## src/rtl/lsu_pkg.sv

```systemverilog
// Shared definitions for the load/store bus master: access-size codes,
// FSM state encoding and request-classification helpers.
package lsu_pkg;

    localparam logic [2:0] F3_B  = 3'b000;
    localparam logic [2:0] F3_H  = 3'b001;
    localparam logic [2:0] F3_W  = 3'b010;
    localparam logic [2:0] F3_BU = 3'b100;
    localparam logic [2:0] F3_HU = 3'b101;

    typedef enum logic [1:0] {
        IDLE = 2'b00,
        REQ  = 2'b01,
        RSP  = 2'b10,
        DONE = 2'b11
    } lsu_state_e;

    // Width of the response-timeout counter; never below one bit so a
    // disabled timeout (0) still yields a legal vector.
    function automatic int cnt_width(input int timeout);
        return (timeout < 1) ? 1 : $clog2(timeout + 1);
    endfunction

    // Unsigned sizes exist only for loads.
    function automatic logic f3_is_legal(input logic [2:0] f3, input logic is_store);
        logic legal;
        case (f3)
            F3_B, F3_H, F3_W: legal = 1'b1;
            F3_BU, F3_HU:     legal = ~is_store;
            default:          legal = 1'b0;
        endcase
        return legal;
    endfunction

    // Halfwords need an even address, words a 4-byte aligned one.
    function automatic logic is_misaligned(input logic [2:0] f3, input logic [1:0] off);
        logic mis;
        case (f3)
            F3_H, F3_HU: mis = off[0];
            F3_W:        mis = (off != 2'b00);
            default:     mis = 1'b0;
        endcase
        return mis;
    endfunction

endpackage

```

## src/rtl/lsu_bus_master_align.sv

```systemverilog
// Byte-lane logic: store data replication and byte enables on the way out,
// byte/halfword extraction and sign/zero extension on the way back.
module lsu_align
    import lsu_pkg::*;
(
    input  logic [2:0]  st_funct3,
    input  logic [1:0]  st_off,
    input  logic        st_we,
    input  logic [31:0] st_wdata,
    input  logic [2:0]  ld_funct3,
    input  logic [1:0]  ld_off,
    input  logic [31:0] ld_rdata,
    output logic [3:0]  be,
    output logic [31:0] lane_wdata,
    output logic [31:0] load_data
);

    logic [15:0] shifted_s;

    // Move the addressed byte/halfword down to bit 0 before extension.
    assign shifted_s = 16'(ld_rdata >> {ld_off, 3'b000});

    // Store lane steering; reads always fetch the whole word.
    always_comb begin
        be         = 4'b1111;
        lane_wdata = st_wdata;
        if (st_we) begin
            case (st_funct3)
                F3_B: begin
                    be         = 4'b0001 << st_off;
                    lane_wdata = {4{st_wdata[7:0]}};
                end
                F3_H: begin
                    be         = st_off[1] ? 4'b1100 : 4'b0011;
                    lane_wdata = {2{st_wdata[15:0]}};
                end
                default: begin
                    be         = 4'b1111;
                    lane_wdata = st_wdata;
                end
            endcase
        end else begin
            be         = 4'b1111;
            lane_wdata = st_wdata;
        end
    end

    // Load extraction with sign or zero extension by access type.
    always_comb begin
        load_data = 32'h0000_0000;
        case (ld_funct3)
            F3_B:    load_data = {{24{shifted_s[7]}}, shifted_s[7:0]};
            F3_BU:   load_data = {24'h00_0000, shifted_s[7:0]};
            F3_H:    load_data = {{16{shifted_s[15]}}, shifted_s[15:0]};
            F3_HU:   load_data = {16'h0000, shifted_s[15:0]};
            F3_W:    load_data = ld_rdata;
            default: load_data = 32'h0000_0000;
        endcase
    end

endmodule

```

## src/rtl/lsu_bus_master.sv

```systemverilog
// MEM-stage load/store initiator: turns one pipeline access into a single
// word-aligned valid/ready bus transaction and stalls until it completes.
module lsu_bus_master
    import lsu_pkg::*;
#(
    parameter int TIMEOUT = 255,
    parameter int ADDR_W  = 32
) (
    input  logic              clk,
    input  logic              rst,
    input  logic              mem_rd_en,
    input  logic              mem_wr_en,
    input  logic [2:0]        funct3,
    input  logic [ADDR_W-1:0] addr,
    input  logic [31:0]       wdata,
    output logic              stall_o,
    output logic [31:0]       load_data_o,
    output logic              done_o,
    output logic              misalign_o,
    output logic              err_o,
    output logic              bus_req_valid,
    input  logic              bus_req_ready,
    output logic              bus_req_we,
    output logic [ADDR_W-1:0] bus_req_addr,
    output logic [31:0]       bus_req_wdata,
    output logic [3:0]        bus_req_be,
    input  logic              bus_rsp_valid,
    input  logic [31:0]       bus_rsp_rdata
);

    localparam int CNT_W = cnt_width(TIMEOUT);
    localparam logic [CNT_W-1:0] TO_LAST = (TIMEOUT == 0) ? {CNT_W{1'b0}} : CNT_W'(TIMEOUT - 1);

    lsu_state_e        state_r, state_s;
    logic              we_r;
    logic [ADDR_W-3:0] waddr_r;
    logic [3:0]        be_r;
    logic [31:0]       wdata_r;
    logic [2:0]        f3_r;
    logic [1:0]        off_r;
    logic [CNT_W-1:0]  cnt_r;
    logic [31:0]       load_data_r;
    logic              to_err_r;

    logic              req_s, illegal_s, misalign_s, launch_s, timeout_s;
    logic [3:0]        be_s;
    logic [31:0]       lane_wdata_s, load_ext_s;

    assign req_s      = mem_rd_en | mem_wr_en;
    assign illegal_s  = (mem_rd_en & mem_wr_en) | ~f3_is_legal(funct3, mem_wr_en);
    assign misalign_s = is_misaligned(funct3, addr[1:0]);

    lsu_align u_align (
        .st_funct3  (funct3),
        .st_off     (addr[1:0]),
        .st_we      (mem_wr_en),
        .st_wdata   (wdata),
        .ld_funct3  (f3_r),
        .ld_off     (off_r),
        .ld_rdata   (bus_rsp_rdata),
        .be         (be_s),
        .lane_wdata (lane_wdata_s),
        .load_data  (load_ext_s)
    );

    // Next-state decode plus the stall and single-cycle status pulses.
    always_comb begin
        state_s    = state_r;
        stall_o    = 1'b0;
        misalign_o = 1'b0;
        err_o      = 1'b0;
        launch_s   = 1'b0;
        timeout_s  = 1'b0;
        case (state_r)
            IDLE: begin
                if (req_s) begin
                    if (illegal_s) begin
                        err_o = 1'b1;
                    end else if (misalign_s) begin
                        misalign_o = 1'b1;
                    end else begin
                        launch_s = 1'b1;
                        stall_o  = 1'b1;
                        state_s  = REQ;
                    end
                end else begin
                    state_s = IDLE;
                end
            end
            REQ: begin
                stall_o = 1'b1;
                if (bus_req_ready) begin
                    state_s = RSP;
                end else begin
                    state_s = REQ;
                end
            end
            RSP: begin
                stall_o = 1'b1;
                if (bus_rsp_valid) begin
                    state_s = DONE;
                end else if ((TIMEOUT != 0) && (cnt_r == TO_LAST)) begin
                    timeout_s = 1'b1;
                    state_s   = DONE;
                end else begin
                    state_s = RSP;
                end
            end
            DONE: begin
                err_o   = to_err_r;
                state_s = IDLE;
            end
            default: state_s = IDLE;
        endcase
    end

    // FSM state register.
    always_ff @(posedge clk or negedge rst) begin
        if (!rst) state_r <= IDLE;
        else      state_r <= state_s;
    end

    // Capture the request at launch so the bus sees stable fields in REQ.
    always_ff @(posedge clk or negedge rst) begin
        if (!rst) begin
            we_r    <= 1'b0;
            waddr_r <= {(ADDR_W-2){1'b0}};
            be_r    <= 4'b0000;
            wdata_r <= 32'h0000_0000;
            f3_r    <= 3'b000;
            off_r   <= 2'b00;
        end else if (launch_s) begin
            we_r    <= mem_wr_en;
            waddr_r <= addr[ADDR_W-1:2];
            be_r    <= be_s;
            wdata_r <= lane_wdata_s;
            f3_r    <= funct3;
            off_r   <= addr[1:0];
        end
    end

    // Response-wait counter: cleared while requesting, counts RSP cycles.
    always_ff @(posedge clk or negedge rst) begin
        if (!rst)                  cnt_r <= {CNT_W{1'b0}};
        else if (state_r == REQ)   cnt_r <= {CNT_W{1'b0}};
        else if (state_r == RSP)   cnt_r <= cnt_r + CNT_W'(1);
    end

    // Completion result: extended load data, zero for stores and timeouts.
    always_ff @(posedge clk or negedge rst) begin
        if (!rst) begin
            load_data_r <= 32'h0000_0000;
            to_err_r    <= 1'b0;
        end else if ((state_r == RSP) && bus_rsp_valid) begin
            load_data_r <= we_r ? 32'h0000_0000 : load_ext_s;
            to_err_r    <= 1'b0;
        end else if (timeout_s) begin
            load_data_r <= 32'h0000_0000;
            to_err_r    <= 1'b1;
        end
    end

    assign load_data_o   = load_data_r;
    assign done_o        = (state_r == DONE) & ~to_err_r;
    assign bus_req_valid = (state_r == REQ);
    assign bus_req_we    = we_r;
    assign bus_req_addr  = {waddr_r, 2'b00};
    assign bus_req_wdata = wdata_r;
    assign bus_req_be    = be_r;

endmodule

```

## config.mk

```make
export PLATFORM = sky130hd
export DESIGN_NAME = lsu_bus_master
export DESIGN_NICKNAME = d
export VERILOG_FILES = /design/src/rtl/lsu_pkg.sv /design/src/rtl/lsu_bus_master_align.sv /design/src/rtl/lsu_bus_master.sv
export SDC_FILE = /design/constraint.sdc
export NUM_CORES = 1
export LEC_CHECK = 0
export ABC_AREA = 1
export BUFFER_PORTS_ARGS = -buffer_cell sky130_fd_sc_hd__clkbuf_2
export CORE_ASPECT_RATIO = 0.6
export CORE_UTILIZATION = 54
export CTS_CLUSTER_SIZE = 20
export DETAILED_ROUTE_END_ITERATION = 10
export PLACE_DENSITY = 0.89
export SLEW_MARGIN = 20
export SYNTH_ARGS = -nofsm -noshare
export SYNTH_HDL_FRONTEND = slang
export SYNTH_SLANG_ARGS = --single-unit
```

## constraint.sdc

```tcl
create_clock -name clk -period 4 [get_ports clk]
set_clock_uncertainty 0.15 [all_clocks]
set_input_delay 0.4 -clock clk [delete_from_list [all_inputs] [get_ports clk]]
set_output_delay 0.4 -clock clk [all_outputs]
set_load 0.01 [all_outputs]
```

# After elaboration in Yosys (flattened, before gate mapping)
# Index checks and enable logic that the tools add are counted.
# word_totals
reg_bits	115
in_bits	105
out_inout_bits	106
elab_cells	83
# op_classes
add_sub_neg	1
eq_ne	14
shifts	2
n_mux	37
bitwise	7
n_reduce_logical	12
# ops
op	count
32-bit one-hot mux with 5 select lines	1
32-bit two-way mux	4
32-bit one-hot mux with 2 select lines	1
32-bit by 5-bit >> shifter with 16-bit output	1
1-bit two-way mux	17
8-bit two-way mux	2
3-bit == test, second input constant	4
8-bit by 1-bit adder with 8-bit output, second input constant	1
8-bit == test, second input constant	1
2-bit two-way mux	4
4-bit two-way mux	2
1-bit one-hot mux with 2 select lines	4
2-bit one-hot mux with 4 select lines	1
4-bit one-hot mux with 2 select lines	1
3-bit by 1-bit == test with 1-bit output, second input constant	2
3-bit by 2-bit == test with 1-bit output, second input constant	2
3-bit zero test	2
3-bit != test, second input constant	2
2-bit nonzero test	3
2-bit OR reduction	3
2-bit == test, second input constant	2
1-bit by 2-bit << shifter with 4-bit output, first input constant	1
1-bit NOT	3
3-bit OR reduction	1
6 further kinds	8

# Longest topological paths before layout
# depth
depth_word	8
depth_mapped	10
depth_no_buf	8

# By module
# Synthesis repeated with hierarchy kept, for this count alone.
# hier_totals
hier_cells	858
hier_area_um2	6318.6
# by_module_without_submodules
mod	instances	cells_each	area_each_um2	seq_area_each_um2
lsu_bus_master	1	560	4914.7	2877.8
lsu_align	1	298	1403.8	0.0

# Worst setup path before layout
# Ideal clock, no wire load.
# synth_timing
path_kind	register to output
startpoint	register state_r[0]
endpoint	output stall_o
arrival_time_ns	1.384
t_required_ns	3.450
setup_slack_ns	2.066
path_stages_with_launch	8
path_buffers	1
path_cell_list	dfrtp_1 > inv_1 > ha_1 > o21ai_0 > nor2_2 > nand2_2 > buf_2 > a21oi_1
# synth_between
elab_chain_len	3
elab_cells_between_ends	5
classes_between	eq/ne (2); mux (1); reduce/logical (2)
# synth_rtl
item	line	text
start: declaration	lsu_bus_master.sv:34	lsu_state_e state_r, state_s;
start signal: assignment	lsu_bus_master.sv:120	else state_r <= state_s;
2-bit by 1-bit == test with 1-bit output / 2-bit == test (equally long branches)	lsu_bus_master.sv:74	case (state_r)
2-bit OR reduction (no line)	n/a	
1-bit one-hot mux with 2 select lines *	lsu_bus_master.sv:74	
end: declaration	lsu_bus_master.sv:16	output logic stall_o,
# Mark *: on every way between the ends. The rest lies on a longest branch, timed or not.

# Worst setup path in the final report
# Same ends and word-level chain as after synthesis.

==> flow_summary_export.csv <==
group,metric,value,unit
placement,dp_hpwl,11400,um
clock_network,cts_resized,0,
clock_network,htree_levels,4,
global_route,grt_pass1_vias,5374,
global_route,grt.total_usage,29.2,%
power,p_per_area,778,mW/mm^2
yosys,syn_area,0.00600,mm^2
yosys,synth-edff-count,0,
floorplanning,boundaryPins,211,
sta,min_period_over_period,67.7,%
sta,max_freq,369,MHz
global_route,grt_overflow,0,
placement,place_inst,1140,
sta,drv_slew,0,
setup_path,cp.required,3.45,ns
yosys,yosys.area.top_type,"dfrtp_1",
status,violations,"design-rule violations",
status,status,"finished with violations",
clock_network,root_buffer,"clkbuf_16",
yosys,synth_warnings,0,
sta,max-slew-margin-rel,48.7,%
routing,first_pass_iters,8,
sta,holdWs,0.0420,ns
sta,rsz0062_at_grt,"false",
yosys,yosysSeqAreaShare,47.9,%
setup_path,crit_type,"register to output port",
routing,final_antenna_net_count,0,
floorplanning,die_w,138,um
run,max_cap_violations,0,
yosys,synth_cells,830,
yosys,avgSynthCellArea,7.23,um^2
sta,worst_slew_pin_slew,0.769,ns
layout,num_antenna_cells,0,
routing,vias,5976,
routing,drt-vias-per-instance,5.09,
yosys,synth_cell_types,29,
yosys,synth.area.top_cells,"dfrtp_1 (48%), nand2_1 (27%), nand3_1 (6.1%), o21ai_0 (4.8%), inv_1 (3.1%)",
sta,finalSetupViolations,0,
clock_network,clock-sinks,115,
floorplanning,dieArea,0.0116,mm^2
setup_path,path_cells,"inv_1 -> ha_1 -> o21ai_0 -> nor2_2 -> nand2_2 -> a21oi_1 -> clkbuf_2",
setup_path,crit_path_max_incr_delay,0.47,ns
floorplanning,initial_core_util,56.1,%
layout,instances_no_fill,1173,
setup_path,endpoint_kind,"output port",
placement,place_congestion,0.947,
layout,drive_gt1_share,25.1,%
clock_network,clock_path_buffers,2,
yosys,synth-seq-cells,115,
sta,finalSetupTns,0,ns
sta,fin_crit,2.71,ns
setup_path,critPathLaunchType,"register",
setup_path,ff2ff_setup_slack,1.37,ns
yosys,synth_commonest_cells,"nand2_1 (426), dfrtp_1 (115), nand3_1 (73), o21ai_0 (57), inv_1 (49)",
clock_network,numCtsBuffers,17,
yosys,yosysTopAreaCellShare,47.9,%
clock_network,clk_pin_slew,0.06,ns
placement,placed_cell_area,0.00700,mm^2
layout,nets,1133,
routing,wl_per_cell,13.8,um
floorplanning,core-area,0.0107,mm^2
placement,portBuffers,208,
power,leakagePower,4.54,nW
min_path,worstHoldPathType,"input port to register",
routing,drc_errors,30,
sta,finalHoldViolCount,0,
power,total_power,5.94,mW
yosys,async_flop_share,100,%
clock_network,clock_latency,0.40,ns
clock_network,cts_tree,"done",
routing,drtIter0Drc,556,
layout,area_growth,27.3,%
setup_path,crit_arrival,2.16,ns
setup_path,crit_fanout,35,
yosys,ys.flop_type,"dfrtp_1",
layout,fin_area,0.00764,mm^2
setup_path,worstSetupStartpoint,"state_r[0]$_DFFE_PN0P_",
setup_path,r2r-start,"state_r[0]$_DFFE_PN0P_",
floorplanning,die_height,83.7,um
global_route,grt_max_degree,66,
power,ir_drop,0.000394,V
layout,fill_cells,914,
global_route,grt_pass1_wl,26900,um
global_route,antenna_found_initial,0,
min_path,worstHoldStart,"addr[7]",
setup_path,cpMaxStageDelayCell,"dfrtp_1",
routing,wirelength,16200,um
floorplanning,rows,29,
yosys,yosysMostFrequentCell,"nand2_1",
==> state kept, by name, indices dropped and copies added (netlist names), 2 cells and up, named ones only <==
| register | cells |
|---|---|
| bus_req_wdata | 32 |
| waddr_r | 30 |
| cnt_r | 8 |
| off_r | 2 |
| load_data_o | 32 |
| f3_r | 3 |
| bus_req_be | 4 |
==> worst max-delay path: cells and delay by family (launching register included) <==
family	cells	cell delay, ns
DFF	1	0.47
AOI/OAI and AO/OA	2	0.37
adders and majority gates	1	0.18
and+or+nand+nor	2	0.47
buffers and inverters	2	0.27
==> per-stage QoR <==
step	utilization, %	setup slack [ns]
CTS	71.4	1.29
detailed placement	65.4	1.33
floorplan	-	2.07
global route	71.4	1.04
finish	71.4	1.29
global placement	65.4	1.41
==> final timing paths <==
kind | to | cells past startpoint
max | stall_o | 7
min | waddr_r[5]$_DFFE_PN0P_ | 3
max reg2reg | bus_req_be[0]$_DFFE_PN0P_ | 7
min reg2reg | waddr_r[12]$_DFFE_PN0P_ | 2
max in group asynchronous | bus_req_wdata[12]$_DFFE_PN0P_ | 3
min in group asynchronous | cnt_r[6]$_DFFE_PN0P_ | 2
==> placed cells by master, fill, tap and decap left out, types with 5 or more instances in the layout <==
| cell | n |
|---|---|
| a21oi_1 | 12 |
| buf_4 | 6 |
| clkbuf_16 | 17 |
| clkbuf_2 | 207 |
| clkinv_4 | 5 |
| dfrtp_1 | 115 |
| ha_1 | 7 |
| inv_1 | 49 |
| inv_2 | 5 |
| nand2_1 | 425 |
| nand3_1 | 73 |
| nor2_1 | 14 |
| o211ai_1 | 7 |
| o21ai_0 | 57 |
==> cell families (layout without fill, tap and decap cells) <==
group / after synthesis / after routing / synth area share (%)
AO/OA/AOI/OAI: 83 / 83 / 7.46
XOR/XNOR: 1 / 1 / 0.146
adder cells (fa/ha/maj): 7 / 7 / 1.46
buffers and inverters: 97 / 300 / 7.79
flip-flops: 115 / 115 / 47.9
other: 1 / 2 / 0.0625
AND/OR/NAND/NOR: 526 / 526 / 35.1
==> per-layer routing <==
layer	vias up	routed length, um	global-route usage, %
li1	2978	-	-
met1	2685	7850	44.3
met2	291	6850	41.9
met3	22	1310	6.88
met4	0	203	7.15
met5	-	0	0
==> repair_timing <==
action                                 4_1_cts  5_1_grt
buffers inserted                             0        0
endpoints found under the hold margin       59        0
hold buffers                                 1        0
==> where the power goes <==
part	switching [mW]	leakage, nW	internal, mW	total (mW)
Clock	0.564	0.297	1.05	1.62
Combinational	1.40	2.77	0.870	2.27
Sequential	0.363	1.47	1.70	2.06
==> area by class of cell <==
type                            instances  area (um^2)  share of cell area, %
Inverter                               54          203                   2.65
Tap cell                              139          174                   2.28
Clock inverter                         14          204                   2.67
Timing Repair Buffer                  214         1090                   14.3
Sequential cell                       115         2880                   37.7
Multi-Input combinational cell        619         2660                   34.9
Clock buffer                           18          429                   5.62
No activity file was read; power rests on OpenSTA's default activity.
